File: config.mk
export PLATFORM = sky130hd
export DESIGN_NAME = mc_control_fsm
export DESIGN_NICKNAME = d
export VERILOG_FILES = /design/src/rtl/mc_control_fsm.sv
export SDC_FILE = /design/constraint.sdc
export NUM_CORES = 1
export LEC_CHECK = 0
export CAP_MARGIN = 20
export CELL_PAD_IN_SITES_DETAIL_PLACEMENT = 1
export CELL_PAD_IN_SITES_GLOBAL_PLACEMENT = 2
export CORE_MARGIN = 5
export CORE_UTILIZATION = 31
export DETAILED_ROUTE_END_ITERATION = 6
export DONT_BUFFER_PORTS = 1
export PLACE_DENSITY = 0.77
export RECOVER_POWER = 25
export REMOVE_ABC_BUFFERS = 1
export SYNTH_ARGS = -nofsm -noshare
export SYNTH_HDL_FRONTEND = slang
export SYNTH_SLANG_ARGS = --single-unit
File: constraint.sdc
create_clock -name clk -period 1.9 [get_ports clk]
set_input_delay 0.285 -clock clk [delete_from_list [all_inputs] [get_ports clk]]
set_output_delay 0.285 -clock clk [all_outputs]
set_load 0.05 [all_outputs]
File: src/rtl/mc_control_fsm.sv
// Multicycle control FSM for the MIPS-subset CPU: sequences fetch/decode/execute/
// memory/write-back and drives datapath strobes; memory waits are guarded by a watchdog.
module mc_control_fsm #(
   parameter int TIMEOUT_CYCLES = 255,
   parameter int CW             = 16
) (
   input  logic       clk,
   input  logic       rst,
   input  logic [5:0] i_opcode,
   input  logic [4:0] i_rt,
   input  logic [4:0] i_rd,
   input  logic       i_zero,
   input  logic       i_mem_ready,
   output logic       o_ir_wen,
   output logic       o_pc_wen,
   output logic [1:0] o_pc_src,
   output logic       o_tgt_wen,
   output logic       o_iord,
   output logic       o_mem_ren,
   output logic       o_mem_wen,
   output logic       o_alu_src_a,
   output logic [1:0] o_alu_src_b,
   output logic [1:0] o_alu_op,
   output logic       o_reg_wen,
   output logic [4:0] o_wreg,
   output logic       o_mem_to_reg,
   output logic [3:0] o_state,
   output logic       o_instr_done,
   output logic       o_illegal,
   output logic       o_fault
);

   localparam logic [3:0] S_FETCH  = 4'd0;
   localparam logic [3:0] S_DECODE = 4'd1;
   localparam logic [3:0] S_EXEC   = 4'd2;
   localparam logic [3:0] S_MEMRD  = 4'd3;
   localparam logic [3:0] S_MEMWR  = 4'd4;
   localparam logic [3:0] S_WB     = 4'd5;
   localparam logic [3:0] S_BRANCH = 4'd6;
   localparam logic [3:0] S_JUMP   = 4'd7;
   localparam logic [3:0] S_HALT   = 4'd8;

   localparam logic [5:0] OP_R    = 6'h00;
   localparam logic [5:0] OP_ADDI = 6'h08;
   localparam logic [5:0] OP_LW   = 6'h23;
   localparam logic [5:0] OP_SW   = 6'h2B;
   localparam logic [5:0] OP_BEQ  = 6'h04;
   localparam logic [5:0] OP_J    = 6'h02;

   localparam logic [CW-1:0] W_TIMEOUT = CW'(TIMEOUT_CYCLES);

   logic [3:0]    r_state;
   logic [3:0]    w_next;
   logic [CW-1:0] r_wd_cnt;
   logic          r_fault;

   logic       w_is_rtype;
   logic       w_legal;
   logic       w_wait_state;
   logic       w_timeout;
   logic [4:0] w_wreg;

   logic w_ir_wen, w_pc_wen, w_tgt_wen, w_mem_ren, w_mem_wen;
   logic w_reg_wen, w_instr_done, w_illegal;

   assign w_is_rtype   = (i_opcode == OP_R);
   assign w_legal      = w_is_rtype || (i_opcode == OP_ADDI) || (i_opcode == OP_LW) ||
                         (i_opcode == OP_SW) || (i_opcode == OP_BEQ) || (i_opcode == OP_J);
   assign w_wait_state = (r_state == S_FETCH) || (r_state == S_MEMRD) || (r_state == S_MEMWR);
   // A ready arriving on the limit cycle still completes normally.
   assign w_timeout    = w_wait_state && !i_mem_ready && (r_wd_cnt == W_TIMEOUT);
   assign w_wreg       = w_is_rtype ? i_rd : i_rt;

   always_ff @(posedge clk) begin
      if (!rst) begin
         r_state  <= S_FETCH;
         r_wd_cnt <= '0;
         r_fault  <= 1'b0;
      end else begin
         r_state <= w_next;
         if (w_next != r_state)
            r_wd_cnt <= '0;
         else if (w_wait_state && !i_mem_ready)
            r_wd_cnt <= r_wd_cnt + CW'(1);
         if (w_timeout)
            r_fault <= 1'b1;
      end
   end

   always_comb begin
      w_next = r_state;
      if (w_timeout) begin
         w_next = S_HALT;
      end else begin
         case (r_state)
            S_FETCH:  if (i_mem_ready) w_next = S_DECODE;
            S_DECODE: begin
               case (i_opcode)
                  OP_R, OP_ADDI, OP_LW, OP_SW: w_next = S_EXEC;
                  OP_BEQ:                      w_next = S_BRANCH;
                  OP_J:                        w_next = S_JUMP;
                  default:                     w_next = S_FETCH;
               endcase
            end
            S_EXEC: begin
               case (i_opcode)
                  OP_LW:         w_next = S_MEMRD;
                  OP_SW:         w_next = S_MEMWR;
                  OP_R, OP_ADDI: w_next = S_WB;
                  default:       w_next = S_FETCH;
               endcase
            end
            S_MEMRD:                   if (i_mem_ready) w_next = S_WB;
            S_MEMWR:                   if (i_mem_ready) w_next = S_FETCH;
            S_WB, S_BRANCH, S_JUMP:    w_next = S_FETCH;
            S_HALT:                    w_next = S_HALT;
            default:                   w_next = S_FETCH;
         endcase
      end
   end

   always_comb begin
      w_ir_wen     = 1'b0;
      w_pc_wen     = 1'b0;
      w_tgt_wen    = 1'b0;
      w_mem_ren    = 1'b0;
      w_mem_wen    = 1'b0;
      w_reg_wen    = 1'b0;
      w_instr_done = 1'b0;
      w_illegal    = 1'b0;
      o_pc_src     = 2'b00;
      o_iord       = 1'b0;
      o_alu_src_a  = 1'b0;
      o_alu_src_b  = 2'b00;
      o_alu_op     = 2'b00;
      o_mem_to_reg = 1'b0;
      case (r_state)
         S_FETCH: begin
            w_mem_ren   = 1'b1;
            o_alu_src_b = 2'b01;
            w_ir_wen    = i_mem_ready;
            w_pc_wen    = i_mem_ready;
         end
         S_DECODE: begin
            o_alu_src_b = 2'b11;
            w_tgt_wen   = 1'b1;
            w_illegal   = !w_legal;
         end
         S_EXEC: begin
            o_alu_src_a = 1'b1;
            if (w_is_rtype) o_alu_op    = 2'b10;
            else            o_alu_src_b = 2'b10;
         end
         S_MEMRD: begin
            w_mem_ren = 1'b1;
            o_iord    = 1'b1;
         end
         S_MEMWR: begin
            w_mem_wen    = 1'b1;
            o_iord       = 1'b1;
            w_instr_done = i_mem_ready;
         end
         S_WB: begin
            // $0 is not hardwired in the register file, so never write it.
            w_reg_wen    = (w_wreg != 5'd0);
            o_mem_to_reg = (i_opcode == OP_LW);
            w_instr_done = 1'b1;
         end
         S_BRANCH: begin
            o_alu_src_a  = 1'b1;
            o_alu_op     = 2'b01;
            o_pc_src     = 2'b01;
            w_pc_wen     = i_zero;
            w_instr_done = 1'b1;
         end
         S_JUMP: begin
            o_pc_src     = 2'b10;
            w_pc_wen     = 1'b1;
            w_instr_done = 1'b1;
         end
         default: ;
      endcase
   end

   // Strobes are forced low while reset is held so an abandoned instruction writes nothing.
   assign o_ir_wen     = rst & w_ir_wen;
   assign o_pc_wen     = rst & w_pc_wen;
   assign o_tgt_wen    = rst & w_tgt_wen;
   assign o_mem_ren    = rst & w_mem_ren;
   assign o_mem_wen    = rst & w_mem_wen;
   assign o_reg_wen    = rst & w_reg_wen;
   assign o_instr_done = rst & w_instr_done;
   assign o_illegal    = rst & w_illegal;
   assign o_wreg       = w_wreg;
   assign o_state      = r_state;
   assign o_fault      = r_fault;

endmodule

# Word level (Yosys, flattened, before mapping)
# Index checks and enable logic that the tools add are counted.
op_classes:
  bitwise_logic: 9
  reduce_logical: 21
  eq_ne: 15
  n_addsub: 1
  n_mux: 24
op_table:
  columns: ["cell", "count"]
  rows:
  - ["$pmux W4 S6", 1]
  - ["$pmux W3 S3", 2]
  - ["$add A16 B1 Y16 const B", 1]
  - ["$eq A16 B8 Y1 const B", 1]
  - ["$eq A4 B3 Y1 const B", 4]
  - ["$mux W4", 4]
  - ["$eq A6 B6 Y1 const B", 2]
  - ["$reduce_or A2 Y1", 5]
  - ["$mux W1", 9]
  - ["$and A1 B1 Y1", 8]
  - ["$eq A4 B2 Y1 const B", 2]
  - ["$pmux W2 S2", 2]
  - ["$logic_or A1 B1 Y1", 7]
  - ["$eq A6 B2 Y1 const B", 1]
  - ["$eq A6 B3 Y1 const B", 1]
  - ["$eq A6 B4 Y1 const B", 1]
  - ["$logic_not A6 Y1", 1]
  - ["$pmux W2 S3", 1]
  - ["$mux W5", 1]
  - ["$reduce_bool A5 Y1", 1]
  - ["$eq A4 B1 Y1 const B", 1]
  - ["$eq A4 B4 Y1 const B", 1]
  - ["$logic_not A4 Y1", 1]
  - ["$mux W2", 2]
  - ["other kinds (8)", 10]
word_totals:
  out_inout_bits: 27
  word_cells: 73
  register_bits: 21
  inputBits: 20

# Longest topological paths before layout
logic_depth:
  depth_word: 9
  depth_mapped: 8

# Worst setup path after synthesis
# OpenSTA, ideal clock, no wires.
synth_timing:
  path_type: "input to output"
  start: "input i_opcode[0]"
  end: "output o_reg_wen"
  path_buffers: 1
  t_arrival_ns: 3.085
  required_time_ns: 1.615
  path_slack_ns: -1.470
  stages: 6
  path_cell_list: "or3_1 -> or4_1 -> clkbuf_1 -> mux2_1 -> nor3_1 -> a211oi_1"
synth_via:
  elab_chain_len: 5
synth_rtl:
  columns: ["item", "line", "rtl"]
  rows:
  - ["start, declared", "9", "input logic [5:0] i_opcode,"]
  - ["$logic_not A6 Y1", "66", "assign w_is_rtype = (i_opcode == OP_R);"]
  - ["$mux W5", "72", "assign w_wreg = w_is_rtype ? i_rd : i_rt;"]
  - ["via o_wreg[0]", "25", "output logic [4:0] o_wreg,"]
  - ["$reduce_bool A5 Y1", "165", "w_reg_wen = (w_wreg != 5'd0);"]
  - ["$mux W1", "137", "case (r_state)"]
  - ["$and A1 B1 Y1", "191", "assign o_reg_wen = rst & w_reg_wen;"]
  - ["end, declared", "24", "output logic o_reg_wen,"]
# The timed path passes the listed nets, and every way through them passes these cells.

# Final worst setup path
layout_timing:
  start: "input i_opcode[0]"
  end: "output o_reg_wen"
layout_via:
  elab_chain_len: 5
layout_rtl:
  columns: ["item", "line"]
  rows:
  - ["$logic_not A6 Y1", "66"]
  - ["$mux W5", "72"]
  - ["$reduce_bool A5 Y1", "165"]
  - ["$mux W1", "137"]
  - ["$and A1 B1 Y1", "191"]
# Every way passes these cells.

==> impl_results.html <==
<table>
<tr><th>Metric</th><th>Value</th></tr>
<tr><th colspan="2">Critical path</th></tr>
<tr><td>WS Path Type</td><td>input port to primary output</td></tr>
<tr><td>CP Buf/Inv Count</td><td>1</td></tr>
<tr><td>Worst path top cell family by delay</td><td>simple AND/OR/NAND/NOR gates</td></tr>
<tr><td>Endpoint arrival time on the critical path</td><td>2.00 ns</td></tr>
<tr><td>Setup slack, reg-to-reg</td><td>-0.37 ns</td></tr>
<tr><td>First element of the critical path</td><td>i_opcode[0]</td></tr>
<tr><td>Worst Setup EP</td><td>o_reg_wen</td></tr>
<tr><td>Endpoint of the worst register-to-register path</td><td>r_wd_cnt[1]$_SDFFE_PP0P_</td></tr>
<tr><td>Crit path launch type</td><td>input port</td></tr>
<tr><td>Largest fanout on the critical path</td><td>6</td></tr>
<tr><td>Path depth of the worst reg2reg path</td><td>8</td></tr>
<tr><td>Instance count on the critical path</td><td>6</td></tr>
<tr><td>CP max-delay cell</td><td>or4_4</td></tr>
<tr><td>Max incr delay on CP</td><td>roughly 0.50 ns</td></tr>
<tr><td>CP cell instances</td><td>or3_4 -&gt; or4_4 -&gt; mux2_2 -&gt; nor2_2 -&gt; a211oi_2 -&gt; buf_6</td></tr>
<tr><td>Endpoint kind of the worst setup timing path</td><td>primary output</td></tr>
<tr><td>WP data required</td><td>1.62 ns</td></tr>
<tr><td>Startpoint of the worst register-to-register path</td><td>o_state[0]$_SDFF_PN0_</td></tr>
<tr><th colspan="2">Detailed routing</th></tr>
<tr><td>Average detailed-routed wire length per instance</td><td>22.4 um</td></tr>
<tr><td>Met3 wire length</td><td>245 um</td></tr>
<tr><td>Routed Wire Length</td><td>6680 um</td></tr>
<tr><td>Wire length on met1</td><td>2590 um</td></tr>
<tr><td>Highest metal layer with signal wires</td><td>met4</td></tr>
<tr><td>DRC viols</td><td>0</td></tr>
<tr><td>Post-detailed-route via-to-cell ratio</td><td>5.73</td></tr>
<tr><td>Routed length on met2</td><td>between 3000 and 4000 um</td></tr>
<tr><td>Via count of the routed design</td><td>1709</td></tr>
<tr><td>Post-route antenna net violation count</td><td>0</td></tr>
<tr><td>Starting DRT DRC Count</td><td>60</td></tr>
<tr><td>DR pass1 iterations</td><td>4</td></tr>
<tr><th colspan="2">Clocking</th></tr>
<tr><td>Total CTS buffers</td><td>3</td></tr>
<tr><td>Clk Tree Root Cell</td><td>clkbuf_8</td></tr>
<tr><td>Sink Count</td><td>21</td></tr>
<tr><td>Clock latency of the later-clocked register in the worst-skew pair</td><td>0.28 ns</td></tr>
<tr><td>Clock tree from TritonCTS</td><td>yes</td></tr>
<tr><td>Clock transition at the register clock pins on the worst setup and hold paths after CTS</td><td>roughly 0.08 ns</td></tr>
<tr><td>Maximum buffer depth of the clock tree</td><td>2</td></tr>
<tr><td>Number of levels the H-tree was split into</td><td>1</td></tr>
<tr><th colspan="2">Global route</th></tr>
<tr><td>Number of global-route vias before repair</td><td>1818</td></tr>
<tr><td>GRT overflow</td><td>0</td></tr>
<tr><td>Wire length of the first global-routing pass</td><td>9720 um</td></tr>
<tr><td>Antenna violations before repair</td><td>0</td></tr>
<tr><td>Maximum number of pins on one net before global-route repair</td><td>14</td></tr>
<tr><td>GRT Util Overall</td><td>19.9%</td></tr>
<tr><th colspan="2">Synth</th></tr>
<tr><td>Top area cells in the synthesized netlist</td><td>dfxtp_1 (28%), xor2_1 (8.3%), nor2_1 (7.3%)</td></tr>
<tr><td>Share of synthesized flip-flops with an asynchronous set or reset</td><td>0%</td></tr>
<tr><td>Fraction of synthesized cell area taken by the top area cell type</td><td>28.3%</td></tr>
<tr><td>Primary flip-flop cell chosen by synthesis mapping</td><td>dfxtp_1</td></tr>
<tr><td>Count of unique library cells instantiated by Yosys</td><td>55</td></tr>
<tr><td>Gate count of the mapped netlist</td><td>roughly 180</td></tr>
<tr><td>Post-synth top area cell</td><td>dfxtp_1</td></tr>
<tr><td>Sequential fraction of the synthesis area</td><td>28.3%</td></tr>
<tr><td>Register bit count reported by yosys</td><td>21</td></tr>
<tr><td>Warnings from Yosys</td><td>0</td></tr>
<tr><td>Mean instance size in the synthesized netlist</td><td>8.07 sq um</td></tr>
<tr><td>Most common cell in the synthesized netlist</td><td>nor2_1</td></tr>
<tr><td>List of most frequent post-synthesis cells</td><td>nor2_1 (29), dfxtp_1 (21), xor2_1 (14), nand3_1 (11), nor2_2 (10)</td></tr>
<tr><td>Cell area after synthesis</td><td>roughly 1500 sq um</td></tr>
<tr><td>Post-synth EDFFs</td><td>0</td></tr>
<tr><th colspan="2">Place</th></tr>
<tr><td>Port Buffer Count</td><td>0</td></tr>
<tr><td>Placed cell count</td><td>281</td></tr>
<tr><td>Post-placement setup slack</td><td>-0.498 ns</td></tr>
<tr><td>Sum of net half-perimeters after detailed placement</td><td>around 4000 um</td></tr>
<tr><td>Placer congestion estimate</td><td>0.834</td></tr>
<tr><th colspan="2">Floorplan</th></tr>
<tr><td>DIE AREA</td><td>6280 sq um</td></tr>
<tr><td>Horizontal die dimension</td><td>around 79 um</td></tr>
<tr><td>Starting utilization of the core area</td><td>a little under a third</td></tr>
<tr><td>Floorplan core area</td><td>between 4000 and 5000 sq um</td></tr>
<tr><td>Number of primary I/O pins</td><td>between 40 and 50</td></tr>
<tr><td>Number of core rows</td><td>25</td></tr>
<tr><td>Die height</td><td>just under 80 um</td></tr>
<tr><th colspan="2">Finish</th></tr>
<tr><td>Post-synthesis to final-layout area growth</td><td>67.4%</td></tr>
<tr><td>Layout fillers</td><td>513</td></tr>
<tr><td>ANT cells</td><td>0</td></tr>
<tr><td>Final Instance Count excl. Fillers</td><td>slightly below 300</td></tr>
<tr><td>Proportion of layout cells with a drive suffix above 1</td><td>52.0%</td></tr>
<tr><td>Net count reported at finish</td><td>266</td></tr>
<tr><th colspan="2">Power and ir drop</th></tr>
<tr><td>Design internal power</td><td>0.000709 W</td></tr>
<tr><td>Proportion of power drawn by the clock network</td><td>~30%</td></tr>
<tr><td>Switching power share of the total</td><td>33.4%</td></tr>
<tr><td>Seq pwr share</td><td>42.1%</td></tr>
<tr><td>Power consumption</td><td>0.00106 W</td></tr>
<tr><td>Static leakage</td><td>0.950 nW</td></tr>
<tr><td>Combinational cell fraction of total power</td><td>about 28%</td></tr>
<tr><td>IR Drop Worst-Case VDD</td><td>0.000322 V</td></tr>
<tr><td>Switching pwr</td><td>0.000355 W</td></tr>
<tr><td>P per Cell Area</td><td>428 nW/um^2</td></tr>
<tr><th colspan="2">STA</th></tr>
<tr><td>Layout Skew</td><td>about 0.0021 ns</td></tr>
<tr><td>Hold Vio Cnt, Final</td><td>0</td></tr>
<tr><td>Relative slew margins</td><td>66.2%</td></tr>
<tr><td>FMAX</td><td>439 MHz</td></tr>
<tr><td>Max-slew violation count</td><td>0</td></tr>
<tr><td>Hold slack final</td><td>roughly 0.28 ns</td></tr>
<tr><td>Final setup violation count</td><td>38</td></tr>
<tr><td>Final period utilization</td><td>120%</td></tr>
<tr><td>Period minus WS final</td><td>2.28 ns</td></tr>
<tr><td>Setup repair after global routing missed its margin</td><td>true</td></tr>
<tr><td>Setup slack after layout</td><td>-0.380 ns</td></tr>
<tr><td>Transition time of the tightest slew-check pin</td><td>0.506 ns</td></tr>
<tr><th colspan="2">Min path</th></tr>
<tr><td>Path class of the lowest-slack min-delay path</td><td>input port to flop</td></tr>
<tr><th colspan="2">Flow run</th></tr>
<tr><td>Maxcap violations</td><td>0</td></tr>
<tr><th colspan="2">Status</th></tr>
<tr><td>Status</td><td>complete, but fails checks</td></tr>
<tr><td>Violations in the final reports</td><td>negative setup slack</td></tr>
</table>
state kept, by name, indices dropped and copies added (netlist names):
| name | count |
|---|---|
| o_state | 4 |
| o_fault | 1 |
| r_wd_cnt | 16 |
power groups by stage:
stage | clock network (W) | logic (W) | registers (W)
after floorplan | 0 | 0.000129 | 0.000465
after global placement | 0 | 0.000210 | 0.000458
after detailed placement | 0 | 0.000218 | 0.000459
after CTS | 0.000318 | 0.000258 | 0.000447
after global routing | 0.000350 | 0.000305 | 0.000448
final | 0.000324 | 0.000292 | 0.000447
timing repair:
action	CTS	global route
setup endpoints to repair	41	35
endpoints found under the hold margin	0	0
gates cloned	2	0
gates resized for setup	63	39
hold buffers	0	0
pin swaps	28	6
buffers inserted	6	7
placed cells by master, fill, tap and decap left out, types with 3 or more instances in the layout:
cell and instances:
nor2_4 14, nor2_1 14, nor3_4 3, or4_1 3, nand4_1 7, buf_4 32
inv_1 5, nor2_2 11, dfxtp_1 19, nand2_1 6, xor2_1 14, nor4_1 3
clkbuf_8 3, mux2_4 3, and3_1 3, buf_12 3, nand3_1 10, buf_6 26
worst min-delay path by stage:
stage                                  start                  endpoint  slack, ns  cells past startpoint
floorplan           r_wd_cnt[6]$_SDFFE_PP0P_  r_wd_cnt[6]$_SDFFE_PP0P_       0.48                      2
global placement    r_wd_cnt[6]$_SDFFE_PP0P_  r_wd_cnt[6]$_SDFFE_PP0P_       0.49                      2
detailed placement  r_wd_cnt[8]$_SDFFE_PP0P_  r_wd_cnt[8]$_SDFFE_PP0P_       0.54                      2
CTS                              i_opcode[2]     o_state[2]$_SDFF_PN0_       0.27                      2
global route                     i_opcode[2]     o_state[2]$_SDFF_PN0_       0.27                      2
finish                           i_opcode[2]     o_state[2]$_SDFF_PN0_       0.28                      2
through the flow:
stage	util [%]	instance area [sq um]	setup TNS (ns)
2_1_floorplan	-	1440	-17.21
3_3_place_gp	41.2	1930	-7.15
3_5_place_dp	41.2	1930	-8.53
4_1_cts	49.5	2320	-5.37
5_1_grt	53.0	2490	-10.15
6_report	53.0	2490	-7.49
area by class of cell:
class                      instances  area, sq um  area share, %
clock buffer                       3         41.3           1.66
sequential                        21          428           17.2
multi-input combinational        149         1240           50.0
timing repair buffer              65          681           27.4
inverter                           5         18.8          0.755
clock inverter                     1         7.51          0.302
tap                               54         67.6           2.72
cell families (layout without fill, tap and decap cells):
group                      after synthesis  in the layout  synth area share (%)
and+or+nand+nor                         98             98                  36.0
AOI/OAI and AO/OA                       27             27                  15.8
DFF                                     21             21                  28.3
xor gates and xnor gates                16             16                  9.44
buffers and inverters                   14             74                  4.55
muxes                                    6              6                  4.46
adders and majority gates                2              2                  1.52
per-layer routing:
layer | track usage [%] | vias to the layer above
li1 | - | 779
met1 | 22.5 | 858
met2 | 37.5 | 49
met3 | 3.29 | 23
met4 | 6.53 | 0
met5 | 0 | -
No activity file was read; power rests on OpenSTA's default activity.
